==> src/rtl/bsr_row_walker.sv <==
// bsr_row_walker: walks BSR row_ptr/col_idx metadata and
// emits one (row, col, block index) task per non-zero block.
module bsr_row_walker #(
  parameter int ADDR_W = 8,
  parameter int IDX_W  = 16
) (
  input  logic              clk,
  input  logic              rst_n,
  input  logic              start,
  input  logic [IDX_W-1:0]  cfg_num_block_rows,
  input  logic [IDX_W-1:0]  cfg_num_block_cols,
  output logic              busy,
  output logic              done,
  output logic              err,
  output logic [1:0]        err_code,
  output logic              meta_rd_en,
  output logic [ADDR_W-1:0] meta_rd_addr,
  output logic [1:0]        meta_rd_type,
  input  logic [31:0]       meta_rd_data,
  input  logic              meta_rd_valid,
  output logic              task_valid,
  input  logic              task_ready,
  output logic [IDX_W-1:0]  task_row,
  output logic [IDX_W-1:0]  task_col,
  output logic [IDX_W-1:0]  task_blk_idx,
  output logic              task_last_in_row,
  output logic [31:0]       perf_tasks,
  output logic [31:0]       perf_stall_cycles
);

  typedef enum logic [2:0] {
    S_IDLE,
    S_RD_PTR0,
    S_WAIT_PTR0,
    S_RD_PTR,
    S_WAIT_PTR,
    S_RD_COL,
    S_WAIT_COL,
    S_EMIT
  } state_t;

  localparam logic [32:0] ADDR_MAX = (33'd1 << ADDR_W) - 33'd1;
  localparam logic [32:0] PTR_MAX  = 33'd1 << ADDR_W;
  localparam logic [1:0]  T_PTR    = 2'b00;
  localparam logic [1:0]  T_COL    = 2'b01;
  localparam logic [1:0]  E_DEC    = 2'b01;
  localparam logic [1:0]  E_OVF    = 2'b10;
  localparam logic [1:0]  E_COL    = 2'b11;

  state_t            state;
  logic [IDX_W-1:0]  n_rows;
  logic [IDX_W-1:0]  n_cols;
  logic [IDX_W-1:0]  r;
  logic [ADDR_W:0]   lo;
  logic [ADDR_W:0]   hi;
  logic [ADDR_W:0]   k;

  logic [32:0]       rd_data_x;
  logic [ADDR_W:0]   rd_ptr;
  logic              ptr_ovf;
  logic              ptr_dec;
  logic              ptr_empty;
  logic              row_last;
  logic              nxt_ovf;
  logic [ADDR_W-1:0] nxt_addr;
  logic [ADDR_W:0]   k_nxt;
  logic              k_more;
  logic [IDX_W-1:0]  col_val;
  logic              col_bad;

  // Decode of returned data and next-row bookkeeping.
  assign rd_data_x = {1'b0, meta_rd_data};
  assign rd_ptr    = rd_data_x[ADDR_W:0];
  assign ptr_ovf   = rd_data_x > PTR_MAX;
  assign ptr_dec   = rd_ptr < lo;
  assign ptr_empty = rd_ptr == lo;
  assign row_last  = ({1'b0, r} + (IDX_W+1)'(1)) == {1'b0, n_rows};
  assign nxt_ovf   = (33'(r) + 33'd2) > ADDR_MAX;
  assign nxt_addr  = ADDR_W'(33'(r) + 33'd2);
  assign k_nxt     = k + (ADDR_W+1)'(1);
  assign k_more    = k_nxt < hi;
  assign col_val   = meta_rd_data[IDX_W-1:0];
  assign col_bad   = col_val >= n_cols;

  // Walk sequencer with registered read, task and status outputs.
  always_ff @(posedge clk or negedge rst_n) begin
    if (!rst_n) begin
      state             <= S_IDLE;
      n_rows            <= '0;
      n_cols            <= '0;
      r                 <= '0;
      lo                <= '0;
      hi                <= '0;
      k                 <= '0;
      busy              <= 1'b0;
      done              <= 1'b0;
      err               <= 1'b0;
      err_code          <= 2'b00;
      meta_rd_en        <= 1'b0;
      meta_rd_addr      <= '0;
      meta_rd_type      <= 2'b00;
      task_valid        <= 1'b0;
      task_row          <= '0;
      task_col          <= '0;
      task_blk_idx      <= '0;
      task_last_in_row  <= 1'b0;
      perf_tasks        <= '0;
      perf_stall_cycles <= '0;
    end else begin
      done <= 1'b0;
      unique case (state)
        S_IDLE: begin
          if (start) begin
            n_rows            <= cfg_num_block_rows;
            n_cols            <= cfg_num_block_cols;
            err               <= 1'b0;
            err_code          <= 2'b00;
            perf_tasks        <= '0;
            perf_stall_cycles <= '0;
            r                 <= '0;
            lo                <= '0;
            hi                <= '0;
            k                 <= '0;
            if (cfg_num_block_rows == '0) begin
              done <= 1'b1;
            end else begin
              busy         <= 1'b1;
              meta_rd_en   <= 1'b1;
              meta_rd_addr <= '0;
              meta_rd_type <= T_PTR;
              state        <= S_RD_PTR0;
            end
          end
        end

        S_RD_PTR0: begin
          meta_rd_en <= 1'b0;
          state      <= S_WAIT_PTR0;
        end

        S_WAIT_PTR0: begin
          if (meta_rd_valid) begin
            if (ptr_ovf) begin
              err      <= 1'b1;
              err_code <= E_OVF;
              busy     <= 1'b0;
              state    <= S_IDLE;
            end else begin
              lo           <= rd_ptr;
              meta_rd_en   <= 1'b1;
              meta_rd_addr <= ADDR_W'(1);
              meta_rd_type <= T_PTR;
              state        <= S_RD_PTR;
            end
          end
        end

        S_RD_PTR: begin
          meta_rd_en <= 1'b0;
          state      <= S_WAIT_PTR;
        end

        S_WAIT_PTR: begin
          if (meta_rd_valid) begin
            if (ptr_ovf) begin
              err      <= 1'b1;
              err_code <= E_OVF;
              busy     <= 1'b0;
              state    <= S_IDLE;
            end else if (ptr_dec) begin
              err      <= 1'b1;
              err_code <= E_DEC;
              busy     <= 1'b0;
              state    <= S_IDLE;
            end else if (ptr_empty) begin
              hi <= rd_ptr;
              if (row_last) begin
                done  <= 1'b1;
                busy  <= 1'b0;
                state <= S_IDLE;
              end else if (nxt_ovf) begin
                err      <= 1'b1;
                err_code <= E_OVF;
                busy     <= 1'b0;
                state    <= S_IDLE;
              end else begin
                r            <= r + IDX_W'(1);
                meta_rd_en   <= 1'b1;
                meta_rd_addr <= nxt_addr;
                meta_rd_type <= T_PTR;
                state        <= S_RD_PTR;
              end
            end else begin
              hi           <= rd_ptr;
              k            <= lo;
              meta_rd_en   <= 1'b1;
              meta_rd_addr <= lo[ADDR_W-1:0];
              meta_rd_type <= T_COL;
              state        <= S_RD_COL;
            end
          end
        end

        S_RD_COL: begin
          meta_rd_en <= 1'b0;
          state      <= S_WAIT_COL;
        end

        S_WAIT_COL: begin
          if (meta_rd_valid) begin
            if (col_bad) begin
              err      <= 1'b1;
              err_code <= E_COL;
              busy     <= 1'b0;
              state    <= S_IDLE;
            end else begin
              task_valid       <= 1'b1;
              task_row         <= r;
              task_col         <= col_val;
              task_blk_idx     <= IDX_W'(k);
              task_last_in_row <= k_nxt == hi;
              state            <= S_EMIT;
            end
          end
        end

        S_EMIT: begin
          if (task_ready) begin
            task_valid <= 1'b0;
            if (perf_tasks != '1) begin
              perf_tasks <= perf_tasks + 32'd1;
            end
            if (k_more) begin
              k            <= k_nxt;
              meta_rd_en   <= 1'b1;
              meta_rd_addr <= k_nxt[ADDR_W-1:0];
              meta_rd_type <= T_COL;
              state        <= S_RD_COL;
            end else begin
              lo <= hi;
              if (row_last) begin
                done  <= 1'b1;
                busy  <= 1'b0;
                state <= S_IDLE;
              end else if (nxt_ovf) begin
                err      <= 1'b1;
                err_code <= E_OVF;
                busy     <= 1'b0;
                state    <= S_IDLE;
              end else begin
                r            <= r + IDX_W'(1);
                meta_rd_en   <= 1'b1;
                meta_rd_addr <= nxt_addr;
                meta_rd_type <= T_PTR;
                state        <= S_RD_PTR;
              end
            end
          end else if (perf_stall_cycles != '1) begin
            perf_stall_cycles <= perf_stall_cycles + 32'd1;
          end
        end

        default: state <= S_IDLE;
      endcase
    end
  end

endmodule

==> config.mk <==
export PLATFORM = sky130hd
export DESIGN_NAME = bsr_row_walker
export DESIGN_NICKNAME = d
export VERILOG_FILES = /design/src/rtl/bsr_row_walker.sv
export SDC_FILE = /design/constraint.sdc
export NUM_CORES = 1
export LEC_CHECK = 0
export CAP_MARGIN = 20
export CORE_MARGIN = 8
export CORE_UTILIZATION = 58
export CTS_CLUSTER_DIAMETER = 60
export CTS_CLUSTER_SIZE = 12
export DETAILED_ROUTE_END_ITERATION = 8
export PLACE_DENSITY = 0.83
export RECOVER_POWER = 25
export SYNTH_ARGS = -nofsm -noshare
export SYNTH_HDL_FRONTEND = slang
export SYNTH_SLANG_ARGS = --single-unit
==> constraint.sdc <==
create_clock -name clk -period 8.23 [get_ports clk]
set_clock_uncertainty 0.15 [all_clocks]
set_input_delay 1.646 -clock clk [delete_from_list [all_inputs] [get_ports clk]]
set_output_delay 1.646 -clock clk [all_outputs]
set_load 0.005 [all_outputs]
==> flow_summary.yaml <==
routing:
  dr_vias_cell: 5.94
  dr_vias: 9846
  drtIter0Drc: 778
  ant_nets: 0
  drc_viols: 0
  totalWireLength_um: 31000
  drt-wirelength-per-cell_um: 18.7
  first_pass_iters: 5
worst_setup_path:
  required_ns: 8.49
  crit_buf_inv: 3
  timing.reg2reg.worst_path_depth: 8
  worst_setup_path_start_kind: "input port"
  worst_path_max_delay_cell: "clkbuf_1"
  cp_cell_sequence: "dlygate4sd3_1 -> nand2b_1 -> nor3_1 -> clkbuf_1 -> buf_4 -> nor2_1 -> or4_1 -> or3_1 -> a21oi_1"
  critical_path.max_stage_delay_ns: 1.42
  timing.setup.critical_path_class: "input port to flop"
  critical_path.top_delay_family: "buffers and inverters"
  critical_path_arrival_ns: 6.25
  worstReg2RegStart: "state[2]"
  worstSetupEndpointType: "flop"
  timing.critical_path.fanout_max: 60
  reg2reg_setup_slack_ns: 3.10
  reg_to_reg_critical_path_endpoint: "perf_stall_cycles[26]"
global_routing:
  grt_util_all_layers_pct: 25.5
  global_route_congestion_overflow_total: 0
  antenna_violations_before_repair: 1
  grt_pass1_vias: 10035
  grt_first_pass_wirelength_um: 50700
  pin_count_of_the_biggest_net_entering_global_routing: 125
placement:
  pre_cts_setup_slack_ns: 3.03
  dpl_cell_area_sq_um: 13200
  dpl.hpwl_um: 22000
  placement.io_buffers: 191
  inst_count_dp: 1628
  place_congestion: 0.892
cts:
  tritoncts_num_sinks: 201
  cts-root-buf: "clkbuf_16"
  insertion_delay_ns: 0.51
  cts_setup_buffers: 0
  tritoncts_clock_tree: "yes"
  holdBufCountCts: 0
  clk_path_buf_depth: 3
  clkTransAtPathRegs_ns: 0.06
  tritoncts_buffer_count: 21
  clock_tree.htree_level_count: 1
  count_of_instances_resized_after_the_clock_tree_is_built: 0
timing:
  timing.final.max_slew_violations: 51
  period_minus_slack_ns: 5.98
  tightest_slew_ns: 1.95
  layout_setup_ws_ns: 2.25
  final.period_utilization_pct: 72.7
  max_slew_margin_pct: -30.0
  rsz0062_at_grt: "false"
  fin_tns_setup_ns: 0
  timing.final.hold_violations: 0
  setup_viol_count_final: 0
  fmax_mhz: 167
cells_and_area:
  finish.net_count: 1498
  cell_count_final_fillers_out: 1657
  finish.instance_area_sq_um: 13900
  syn2layout_area_growth_pct: 23.4
  drive_above_1_share_pct: 6.97
floorplan:
  core_region_area_sq_um: 19200
  initial_standard_cell_utilization_of_the_core_pct: 58.4
  rows: 51
  horizontal_die_dimension_um: 155
  dieArea_sq_um: 24100
  die_y_um: 155
  io-pin-count: 199
synth:
  synth-edff-count: 0
  synth-seq-cells: 201
  sequential_cell_area_fraction_in_the_yosys_report_pct: 44.8
  async_set_or_reset_flop_fraction_in_the_synthesized_netlist_pct: 100
  postSynthAreaPerCell_sq_um: 9.14
  synth.distinct_cells: 74
  netlist_instances: 1228
  synthFlopType: "dfrtp_1"
  yosys_warnings: 0
  syn_area_sq_um: 11200
power_and_ir_drop:
  total_leakage_power_nw: 5.90
  vdd_ir_drop_max_v: 0.000176
  power.total_mw: 3.57
  pwr_density_cell_nw_per_um2: 257
outcome:
  outcome: "complete, but fails checks"
  violations: "max-capacitance violations, max-slew violations"
flow_run:
  cap_viol_max_count: 1
hold_path:
  worstHoldEndpoint: "meta_rd_addr[0]"
  min_path_cells: 1
  min-delay-path-class: "flop to flop"
  hp-start: "meta_rd_addr[0]"
[layout make-up]
type	instances	area [sq um]
Antenna cell	1	2.50
Clock buffer	23	543
Clock inverter	3	47.5
Fill cell	1406	5360
Inverter	64	240
Multi-Input combinational cell	901	5670
Sequential cell	201	5030
Tap cell	265	332
Timing Repair Buffer	199	1980
[worst reg2reg max path: stages, from the launching register on]
cell and delay [ns]:
dfrtp_1 0.68, nand2b_1 0.33, nor3_1 0.15, clkbuf_1 1.42, buf_4 0.74, nor2_1 0.21, or4_1 0.78, or3_1 0.44
a21oi_1 0.14
[cell usage in the layout (no fill, tap or decap), drive strengths merged, types with 3 or more instances in the layout]
master         count
o21a               3
a41oi              3
or4               14
a31o               3
a31oi             11
a21oi             45
nand4             22
mux2              44
xnor2             49
a21o               5
a211oi             6
clkbuf            25
a32oi              4
o21ai             87
a22oi             16
buf                7
nand2b             5
nor2b             11
and4               9
or2                3
nor4              17
inv               66
and2               7
dfrtp            201
and3              10
nand3b             3
clkdlybuf4s50    189
nand2            160
o2111ai            3
o2bb2ai            5
nor2             119
nand3             50
xor2              40
or3               15
o31ai              5
nor3              48
conb               7
ha                41
[per-stage QoR]
step | utilization (%) | hold slack [ns]
after floorplan | - | 0.300
after global placement | 68.9 | 0.325
after detailed placement | 68.9 | 0.328
after CTS | 72.0 | 0.345
after global routing | 72.1 | 0.367
final | 72.1 | 0.344
[cells in the mapped netlist (7+ instances only)]
cell type | instances | area [sq um]
dfrtp_1 | 201 | 5030
nand2_1 | 158 | 593
nor2_1 | 118 | 443
o21ai_0 | 83 | 415
inv_1 | 64 | 240
nand3_1 | 49 | 245
xnor2_1 | 49 | 429
clkbuf_1 | 48 | 180
nor3_1 | 48 | 240
a21oi_1 | 45 | 225
mux2_2 | 43 | 484
ha_1 | 41 | 513
xor2_1 | 40 | 350
nand4_1 | 20 | 125
a22oi_1 | 16 | 120
nor4_1 | 15 | 93.8
or3_1 | 15 | 93.8
or4_1 | 12 | 90.1
a31oi_1 | 11 | 68.8
nor2b_1 | 11 | 68.8
and3_1 | 10 | 62.6
buf_4 | 10 | 75.1
and4_1 | 9 | 78.8
and2_1 | 7 | 43.8
[state kept, by name (all words and copies together) (netlist names), 16 cells and up]
register,cells
perf_tasks,32
n_cols,16
perf_stall_cycles,32
r,16
task_row,16
task_col,16
n_rows,16
[layer usage]
layer	track usage, %	vias to the layer above	wire [um]
met3	5.49	77	2510
met2	42.9	416	14600
met4	9.38	0	953
met1	31.8	4755	12900
li1	-	4598	-
met5	0	-	0
[worst max path at each step]
stage                            end  slack [ns]       startpoint  depth (start not counted)
6_report       perf_stall_cycles[26]        2.25            start                          9
5_1_grt        perf_stall_cycles[16]        1.93            start                         10
4_1_cts                  task_row[1]        3.51  meta_rd_data[0]                         10
3_5_place_dp   perf_stall_cycles[28]        3.03            start                         10
3_3_place_gp   perf_stall_cycles[28]        3.10            start                         10
2_1_floorplan           task_col[10]        4.18  meta_rd_data[9]                         10
[cells by family after synthesis]
group / synth area share [%]
buffers and inverters: 4.83
adders and majority gates: 4.57
muxes: 4.54
DFF: 44.8
and+or+nand+nor: 21.7
other: 0.0334
xor gates and xnor gates: 6.95
AOI/OAI and AO/OA: 12.6
[report_power, final]
| part | switching, mW | internal, mW | total [mW] |
|---|---|---|---|
| sequential | 0.212 | 1.20 | 1.41 |
| combinational | 0.718 | 0.564 | 1.28 |
| clock | 0.372 | 0.497 | 0.869 |
| total | 1.30 | 2.26 | 3.56 |
Power figures use the tool's default switching activity.
